## src/rtl/cpu_run_ctrl_if.sv

```systemverilog
// Debug/pipeline-side signal bundle of the run controller.
// master = debug host + pipeline (drives requests/status), slave = cpu_run_ctrl.
interface cpu_run_ctrl_if #(
    parameter int CNT_W = 32
);
    logic             run_req;
    logic             step_req;
    logic             halt_req;
    logic             clear_req;
    logic             bp_en;
    logic [15:0]      bp_addr;
    logic [15:0]      pc_addr;
    logic             hazard_stall;
    logic             halt_instr;
    logic             div0;
    logic             overflow;
    logic             core_rst;
    logic             freeze;
    logic [2:0]       state;
    logic [2:0]       halt_cause;
    logic [CNT_W-1:0] cycle_cnt;
    logic [CNT_W-1:0] retired_cnt;

    modport master (
        output run_req, step_req, halt_req, clear_req, bp_en, bp_addr, pc_addr,
               hazard_stall, halt_instr, div0, overflow,
        input  core_rst, freeze, state, halt_cause, cycle_cnt, retired_cnt
    );

    modport slave (
        input  run_req, step_req, halt_req, clear_req, bp_en, bp_addr, pc_addr,
               hazard_stall, halt_instr, div0, overflow,
        output core_rst, freeze, state, halt_cause, cycle_cnt, retired_cnt
    );
endinterface

```

## src/rtl/cpu_run_ctrl.sv

```systemverilog
// Run/halt/step sequencer for the 16-bit core: core reset release, breakpoint and
// single-step debug, div0/overflow fault capture, cycle and retired counters.
//
// state      | meaning
// RESET_HOLD | core_rst and freeze asserted for RST_HOLD_CYCLES cycles
// HALTED     | frozen, waiting for run_req or step_req
// RUN        | free running, watching faults, halt opcode, breakpoint, halt_req
// STEP       | running until one instruction leaves stage 1
// FAULT      | frozen after div0/overflow until clear_req
module cpu_run_ctrl #(
    parameter int RST_HOLD_CYCLES = 4,
    parameter bit AUTO_RUN        = 1'b1,
    parameter int CNT_W           = 32
) (
    input logic           clk,
    input logic           rst_n,
    cpu_run_ctrl_if.slave bus
);

    localparam logic [2:0] S_RESET_HOLD = 3'd0;
    localparam logic [2:0] S_HALTED     = 3'd1;
    localparam logic [2:0] S_RUN        = 3'd2;
    localparam logic [2:0] S_STEP       = 3'd3;
    localparam logic [2:0] S_FAULT      = 3'd4;

    localparam logic [2:0] C_NONE       = 3'd0;
    localparam logic [2:0] C_HALT_REQ   = 3'd1;
    localparam logic [2:0] C_STEP       = 3'd2;
    localparam logic [2:0] C_BP         = 3'd3;
    localparam logic [2:0] C_DIV0       = 3'd4;
    localparam logic [2:0] C_OVF        = 3'd5;
    localparam logic [2:0] C_HALT_INSTR = 3'd6;

    localparam int                HOLD_W    = (RST_HOLD_CYCLES > 1) ? $clog2(RST_HOLD_CYCLES) : 1;
    localparam logic [HOLD_W-1:0] HOLD_LAST = HOLD_W'(RST_HOLD_CYCLES - 1);
    localparam logic [HOLD_W-1:0] HOLD_ONE  = HOLD_W'(1);
    localparam logic [CNT_W-1:0]  CNT_ONE   = CNT_W'(1);

    logic [2:0]        state_q, next_state;
    logic [2:0]        cause_q, next_cause;
    logic              skip_q, next_skip;
    logic [HOLD_W-1:0] hold_q;
    logic              core_rst_q, freeze_q;
    logic [CNT_W-1:0]  cycle_q, retired_q;
    logic              bp_hit;
    logic              active;

    assign bp_hit = bus.bp_en && (bus.pc_addr == bus.bp_addr) && !skip_q;
    assign active = (state_q == S_RUN) || (state_q == S_STEP);

    always_comb begin
        next_state = state_q;
        next_cause = cause_q;
        next_skip  = skip_q;
        case (state_q)
            S_RESET_HOLD: begin
                next_skip = 1'b0;
                if (hold_q == HOLD_LAST) begin
                    next_state = AUTO_RUN ? S_RUN : S_HALTED;
                    next_cause = C_NONE;
                end
            end
            S_HALTED: begin
                if (bus.run_req) begin
                    next_state = S_RUN;
                    next_cause = C_NONE;
                    next_skip  = 1'b1;
                end else if (bus.step_req) begin
                    next_state = S_STEP;
                    next_cause = C_NONE;
                end
            end
            S_RUN: begin
                // the breakpoint PC we resumed from is masked until stage 1 advances once
                if (!bus.hazard_stall) next_skip = 1'b0;
                if (bus.div0) begin
                    next_state = S_FAULT;
                    next_cause = C_DIV0;
                end else if (bus.overflow) begin
                    next_state = S_FAULT;
                    next_cause = C_OVF;
                end else if (bus.halt_instr) begin
                    next_state = S_HALTED;
                    next_cause = C_HALT_INSTR;
                end else if (bp_hit) begin
                    next_state = S_HALTED;
                    next_cause = C_BP;
                end else if (bus.halt_req) begin
                    next_state = S_HALTED;
                    next_cause = C_HALT_REQ;
                end
            end
            S_STEP: begin
                if (bus.div0) begin
                    next_state = S_FAULT;
                    next_cause = C_DIV0;
                end else if (bus.overflow) begin
                    next_state = S_FAULT;
                    next_cause = C_OVF;
                end else if (bus.halt_instr) begin
                    next_state = S_HALTED;
                    next_cause = C_HALT_INSTR;
                end else if (!bus.hazard_stall) begin
                    next_state = S_HALTED;
                    next_cause = C_STEP;
                end
            end
            S_FAULT: begin
                if (bus.clear_req) next_state = S_RESET_HOLD;
            end
            default: begin
                next_state = S_RESET_HOLD;
                next_skip  = 1'b0;
            end
        endcase
    end

    always_ff @(posedge clk or negedge rst_n) begin
        if (!rst_n) begin
            state_q    <= S_RESET_HOLD;
            cause_q    <= C_NONE;
            skip_q     <= 1'b0;
            hold_q     <= '0;
            core_rst_q <= 1'b1;
            freeze_q   <= 1'b1;
            cycle_q    <= '0;
            retired_q  <= '0;
        end else begin
            state_q    <= next_state;
            cause_q    <= next_cause;
            skip_q     <= next_skip;
            core_rst_q <= (next_state == S_RESET_HOLD);
            freeze_q   <= (next_state == S_RESET_HOLD) || (next_state == S_HALTED) ||
                          (next_state == S_FAULT);
            hold_q     <= ((state_q == S_RESET_HOLD) && (next_state == S_RESET_HOLD)) ?
                          hold_q + HOLD_ONE : '0;
            if (state_q == S_RESET_HOLD) begin
                cycle_q   <= '0;
                retired_q <= '0;
            end else if (active) begin
                cycle_q <= cycle_q + CNT_ONE;
                if (!freeze_q && !bus.hazard_stall) retired_q <= retired_q + CNT_ONE;
            end
        end
    end

    assign bus.state       = state_q;
    assign bus.halt_cause  = cause_q;
    assign bus.core_rst    = core_rst_q;
    assign bus.freeze      = freeze_q;
    assign bus.cycle_cnt   = cycle_q;
    assign bus.retired_cnt = retired_q;

endmodule

```

## src/flat_wrapper.sv

```systemverilog
// flat-port wrapper written by rule: the top's interface ports become plain ports
module cpu_run_ctrl_flat 
#(
    parameter int RST_HOLD_CYCLES = 4,
    parameter bit AUTO_RUN        = 1'b1,
    parameter int CNT_W           = 32
)
  (clk, rst_n, bus_run_req, bus_step_req, bus_halt_req, bus_clear_req, bus_bp_en, bus_bp_addr, bus_pc_addr, bus_hazard_stall, bus_halt_instr, bus_div0, bus_overflow, bus_core_rst, bus_freeze, bus_state, bus_halt_cause, bus_cycle_cnt, bus_retired_cnt);
  cpu_run_ctrl_if #(.CNT_W(CNT_W)) bus_i ();
  input logic clk;
  input logic rst_n;
  input wire logic [$bits(bus_i.run_req)-1:0] bus_run_req;
  input wire logic [$bits(bus_i.step_req)-1:0] bus_step_req;
  input wire logic [$bits(bus_i.halt_req)-1:0] bus_halt_req;
  input wire logic [$bits(bus_i.clear_req)-1:0] bus_clear_req;
  input wire logic [$bits(bus_i.bp_en)-1:0] bus_bp_en;
  input wire logic [$bits(bus_i.bp_addr)-1:0] bus_bp_addr;
  input wire logic [$bits(bus_i.pc_addr)-1:0] bus_pc_addr;
  input wire logic [$bits(bus_i.hazard_stall)-1:0] bus_hazard_stall;
  input wire logic [$bits(bus_i.halt_instr)-1:0] bus_halt_instr;
  input wire logic [$bits(bus_i.div0)-1:0] bus_div0;
  input wire logic [$bits(bus_i.overflow)-1:0] bus_overflow;
  output wire logic [$bits(bus_i.core_rst)-1:0] bus_core_rst;
  output wire logic [$bits(bus_i.freeze)-1:0] bus_freeze;
  output wire logic [$bits(bus_i.state)-1:0] bus_state;
  output wire logic [$bits(bus_i.halt_cause)-1:0] bus_halt_cause;
  output wire logic [$bits(bus_i.cycle_cnt)-1:0] bus_cycle_cnt;
  output wire logic [$bits(bus_i.retired_cnt)-1:0] bus_retired_cnt;
  assign bus_i.run_req = bus_run_req;
  assign bus_i.step_req = bus_step_req;
  assign bus_i.halt_req = bus_halt_req;
  assign bus_i.clear_req = bus_clear_req;
  assign bus_i.bp_en = bus_bp_en;
  assign bus_i.bp_addr = bus_bp_addr;
  assign bus_i.pc_addr = bus_pc_addr;
  assign bus_i.hazard_stall = bus_hazard_stall;
  assign bus_i.halt_instr = bus_halt_instr;
  assign bus_i.div0 = bus_div0;
  assign bus_i.overflow = bus_overflow;
  assign bus_core_rst = bus_i.core_rst;
  assign bus_freeze = bus_i.freeze;
  assign bus_state = bus_i.state;
  assign bus_halt_cause = bus_i.halt_cause;
  assign bus_cycle_cnt = bus_i.cycle_cnt;
  assign bus_retired_cnt = bus_i.retired_cnt;
  cpu_run_ctrl #(.RST_HOLD_CYCLES(RST_HOLD_CYCLES), .AUTO_RUN(AUTO_RUN), .CNT_W(CNT_W)) u_core (.clk(clk), .rst_n(rst_n), .bus(bus_i));
endmodule
```

## config.mk

```make
export PLATFORM = sky130hd
export DESIGN_NAME = cpu_run_ctrl_flat
export DESIGN_NICKNAME = d
export VERILOG_FILES = /design/src/rtl/cpu_run_ctrl_if.sv /design/src/rtl/cpu_run_ctrl.sv /design/src/flat_wrapper.sv
export SDC_FILE = /design/constraint.sdc
export NUM_CORES = 1
export LEC_CHECK = 0
export BUFFER_PORTS_ARGS = -buffer_cell sky130_fd_sc_hd__buf_2
export CAP_MARGIN = 20
export CORE_ASPECT_RATIO = 0.5
export CORE_MARGIN = 2
export CORE_UTILIZATION = 30
export CTS_CLUSTER_DIAMETER = 120
export DETAILED_ROUTE_END_ITERATION = 7
export PLACE_DENSITY = 0.48
export REMOVE_ABC_BUFFERS = 1
export SLEW_MARGIN = 0
export SYNTH_ARGS = -nofsm -noshare
export SYNTH_HDL_FRONTEND = slang
export SYNTH_SLANG_ARGS = --single-unit
```

## constraint.sdc

```tcl
create_clock -name clk -period 2.2 [get_ports clk]
set_clock_uncertainty 0.15 [all_clocks]
set_input_delay 0.44 -clock clk [delete_from_list [all_inputs] [get_ports clk]]
set_output_delay 0.44 -clock clk [all_outputs]
set_load 0.03 [all_outputs]
```

==> results.toml <==
[sta]
timing.setup.tns_ns = 0
relSlewSlack = 0.690
drv_slew = 0
finalCriticalPeriod_ns = 2.14
finalHoldViolCount = 0
holdWs_ns = 0.231
setup_slack_ns = 0.0556
finalCritPeriodShare = 0.975
fmax_ghz = 0.466
tightestPinTransition_ns = 0.453
setup_viol = 0
grt_setup_unrepaired = "yes"

[global_routing]
grt-ovfl-total = 0
antenna_found_initial = 0
grt_pass1_wl_um = 18200
first_global_vias = 3654
grt_max_degree = 48
track_usage = 0.157

[placed_design]
dpl_worst_slack_ns = -0.198
place_area_um2 = 5030
hpwl_um = 7790
port_buffers = 114
place_congestion = 0.743

[cells_and_area]
drive_gt1_frac = 0.317
diodes = 0
area_growth_pct = 32.5
finalNetCount = 615
design_area_um2 = 5360

[power_and_ir_drop]
p_leak_nw = 2.48
p_switching_mw = 1.45
finalPower_mw = 4.25
combPwrFrac = 0.290
sw_frac_of_total = 0.340
ir_worst_vdd_mv = 0.431
power.share.sequential = 0.359
power_frac_clock = 0.352
internal_power_mw = 2.80
power.density_nw_per_um2 = 793

[routing]
drt_iter0_drc = 164
vias = 3634
antenna_left = 0
avgRoutedWirePerCell_um = 14.3
drt_pass1_iterations = 4
remaining_drc_errors = 0
viasPerCell = 4.88
routed_wl_um = 10700

[worst_setup_path]
critical_path.endpoint_type = "flop"
critPathTopFamily = "simple AND/OR/NAND/NOR gates"
cp.buffers_inverters = 0
critPathSlowestCell = "or4_1"
cp.arrival_ns = 2.26
slowest_delay_ns = 0.48
crit_fanout = 5
cp-start-kind = "flop"
required_ns = 2.31
crit_type = "flop to flop"
cp_cell_sequence = "or3b_4 > a211oi_4 > nand4_1 > or4_1 > a21oi_2"

[synthesis]
synth_area_um2 = 4040
ys_seq_area_frac = 0.465
async_reset_ff_frac = 1.00
ys_ff_latch = 75
synth.avg_cell_area_um2 = 9.44
yosysUniqueCellTypes = 56
postSynthCellCount = 428
yosys_warnings = 0
synth_edf_count = 0
synthFlopType = "dfrtp_1"

[cts]
cts_sinks = 75
cts_root_buf = "clkbuf_16"
cts_made_buffers = 9
ctsHtreeMaxLevel = 3
clock_latency_ns = 0.33
tritoncts = "yes"
cts_max_path_buffers = 2
clkTransAtPathRegs_ns = 0.06

[die]
rows = 29
die_w_um = 168
die_h_um = 86.1
core_area_um2 = 12900
ioPinCount = 115
start_util = 0.313
dieArea_um2 = 14500

[outcome]
status = "finished clean"

[flow_run]
cap_violations = 0

[worst_hold_path]
hold_path.class = "input pin to flop"
## path summary, 6_finish.rpt
kind / startpoint / end / slack [ns] / cells past startpoint
worst min-delay path: bus_run_req / u_core.bus.state[0] / 0.23 / 2
worst max-delay path: u_core.bus.state[1] / u_core.bus.retired_cnt[31] / 0.06 / 5
min in group asynchronous: rst_n / u_core.bus.cycle_cnt[4] / 0.43 / 2
worst min register to register: u_core.hold_q[0] / u_core.hold_q[0] / 0.30 / 1
worst max register to register: u_core.bus.state[1] / u_core.bus.retired_cnt[31] / 0.06 / 5
max in group asynchronous: rst_n / u_core.bus.freeze / 0.86 / 3
## worst reg2reg max path, cell delays in order (launching register included)
cell and delay (ns):
dfrtp_1 0.35, or3b_4 0.43, a211oi_4 0.28, nand4_1 0.24, or4_1 0.48, a21oi_2 0.14
## metal layers
metal  routed length, um  global-route usage  vias up
met5                   0                   0        -
met4                  87              0.0353        0
met1                5160               0.207     1734
met2                4890               0.257       80
li1                    -                   -     1813
met3                 518              0.0461        7
## stage by stage
stage | utilization | instances
3_5_place_dp | 0.389 | 727
2_1_floorplan | - | 407
5_1_grt | 0.415 | 744
6_report | 0.415 | 744
4_1_cts | 0.413 | 744
3_3_place_gp | 0.389 | 727
## what timing repair did
item                                   in CTS  in global routing
setup endpoints to repair                   0                  5
setup buffers                               0                  0
endpoints found under the hold margin      27                  0
resized for setup                           0                  3
hold buffers                                1                  0
## cells by family after synthesis
kind of cell,after synthesis,share of synthesized area
AOI/OAI and AO/OA,75,0.115
DFF,75,0.465
muxes,1,0.00279
buffers and inverters,28,0.0338
adders and majority gates,3,0.00929
and+or+nand+nor,194,0.261
xor gates and xnor gates,52,0.113
## placed cells by master, fill, tap and decap left out, types with 2 or more instances in the layout
master / instances
a211oi_4: 2
a21oi_1: 25
a31oi_1: 2
and2_1: 6
and3_1: 10
and4_1: 7
buf_12: 3
buf_2: 113
buf_4: 34
clkbuf_16: 9
clkinv_2: 3
dfrtp_1: 73
dfstp_2: 2
ha_1: 3
inv_1: 7
nand2_1: 27
nand2b_1: 3
nand3_1: 22
nand4_1: 27
nor2_1: 45
nor2b_1: 3
nor3_1: 4
nor3b_1: 2
nor4_1: 2
o211ai_1: 2
o21ai_0: 25
o31ai_1: 5
o32ai_1: 2
or3_1: 21
or4_1: 2
xnor2_1: 10
xor2_1: 42
## registers in the layout, summed over array words and instances (netlist names)
register / count
u_core.bus.state: 3
u_core.bus.retired_cnt: 32
u_core.hold_q: 2
u_core.skip_q: 1
u_core.bus.core_rst: 1
u_core.bus.halt_cause: 3
u_core.bus.cycle_cnt: 32
u_core.bus.freeze: 1
## power by group through the flow
stage	registers (mW)	logic [mW]	clock network [mW]
after global routing	1.53	1.36	1.60
after CTS	1.52	1.25	1.52
after global placement	1.55	1.25	0
after detailed placement	1.55	1.25	0
final	1.52	1.23	1.49
after floorplan	1.71	0.519	0
## synth_stat cells, types with 3 or more instances
cell type,instances,area (um^2)
a21oi_1,26,130
and2_1,6,37.5
and3_1,10,62.6
and4_1,7,61.3
buf_2,4,20.0
buf_6,3,33.8
clkbuf_1,12,45.0
dfrtp_1,73,1830
ha_1,3,37.5
inv_1,7,26.3
nand2_1,27,101
nand2b_1,3,18.8
nand3_1,22,110
nand4_1,27,169
nor2_1,46,173
nor2b_1,3,18.8
nor3_1,4,20.0
o21ai_0,25,125
o31ai_1,5,37.5
or3_1,21,131
xnor2_1,10,87.6
xor2_1,42,368
## layout make-up
class                      instances  area, um^2
fill                            1318        7560
multi-input combinational        325        2050
sequential                        75        1880
timing repair buffer             151         891
clock buffer                      11         243
tap                              170         213
clock inverter                     5        52.6
inverter                           7        26.3
Note: power is estimated with default switching activity, not from simulation.
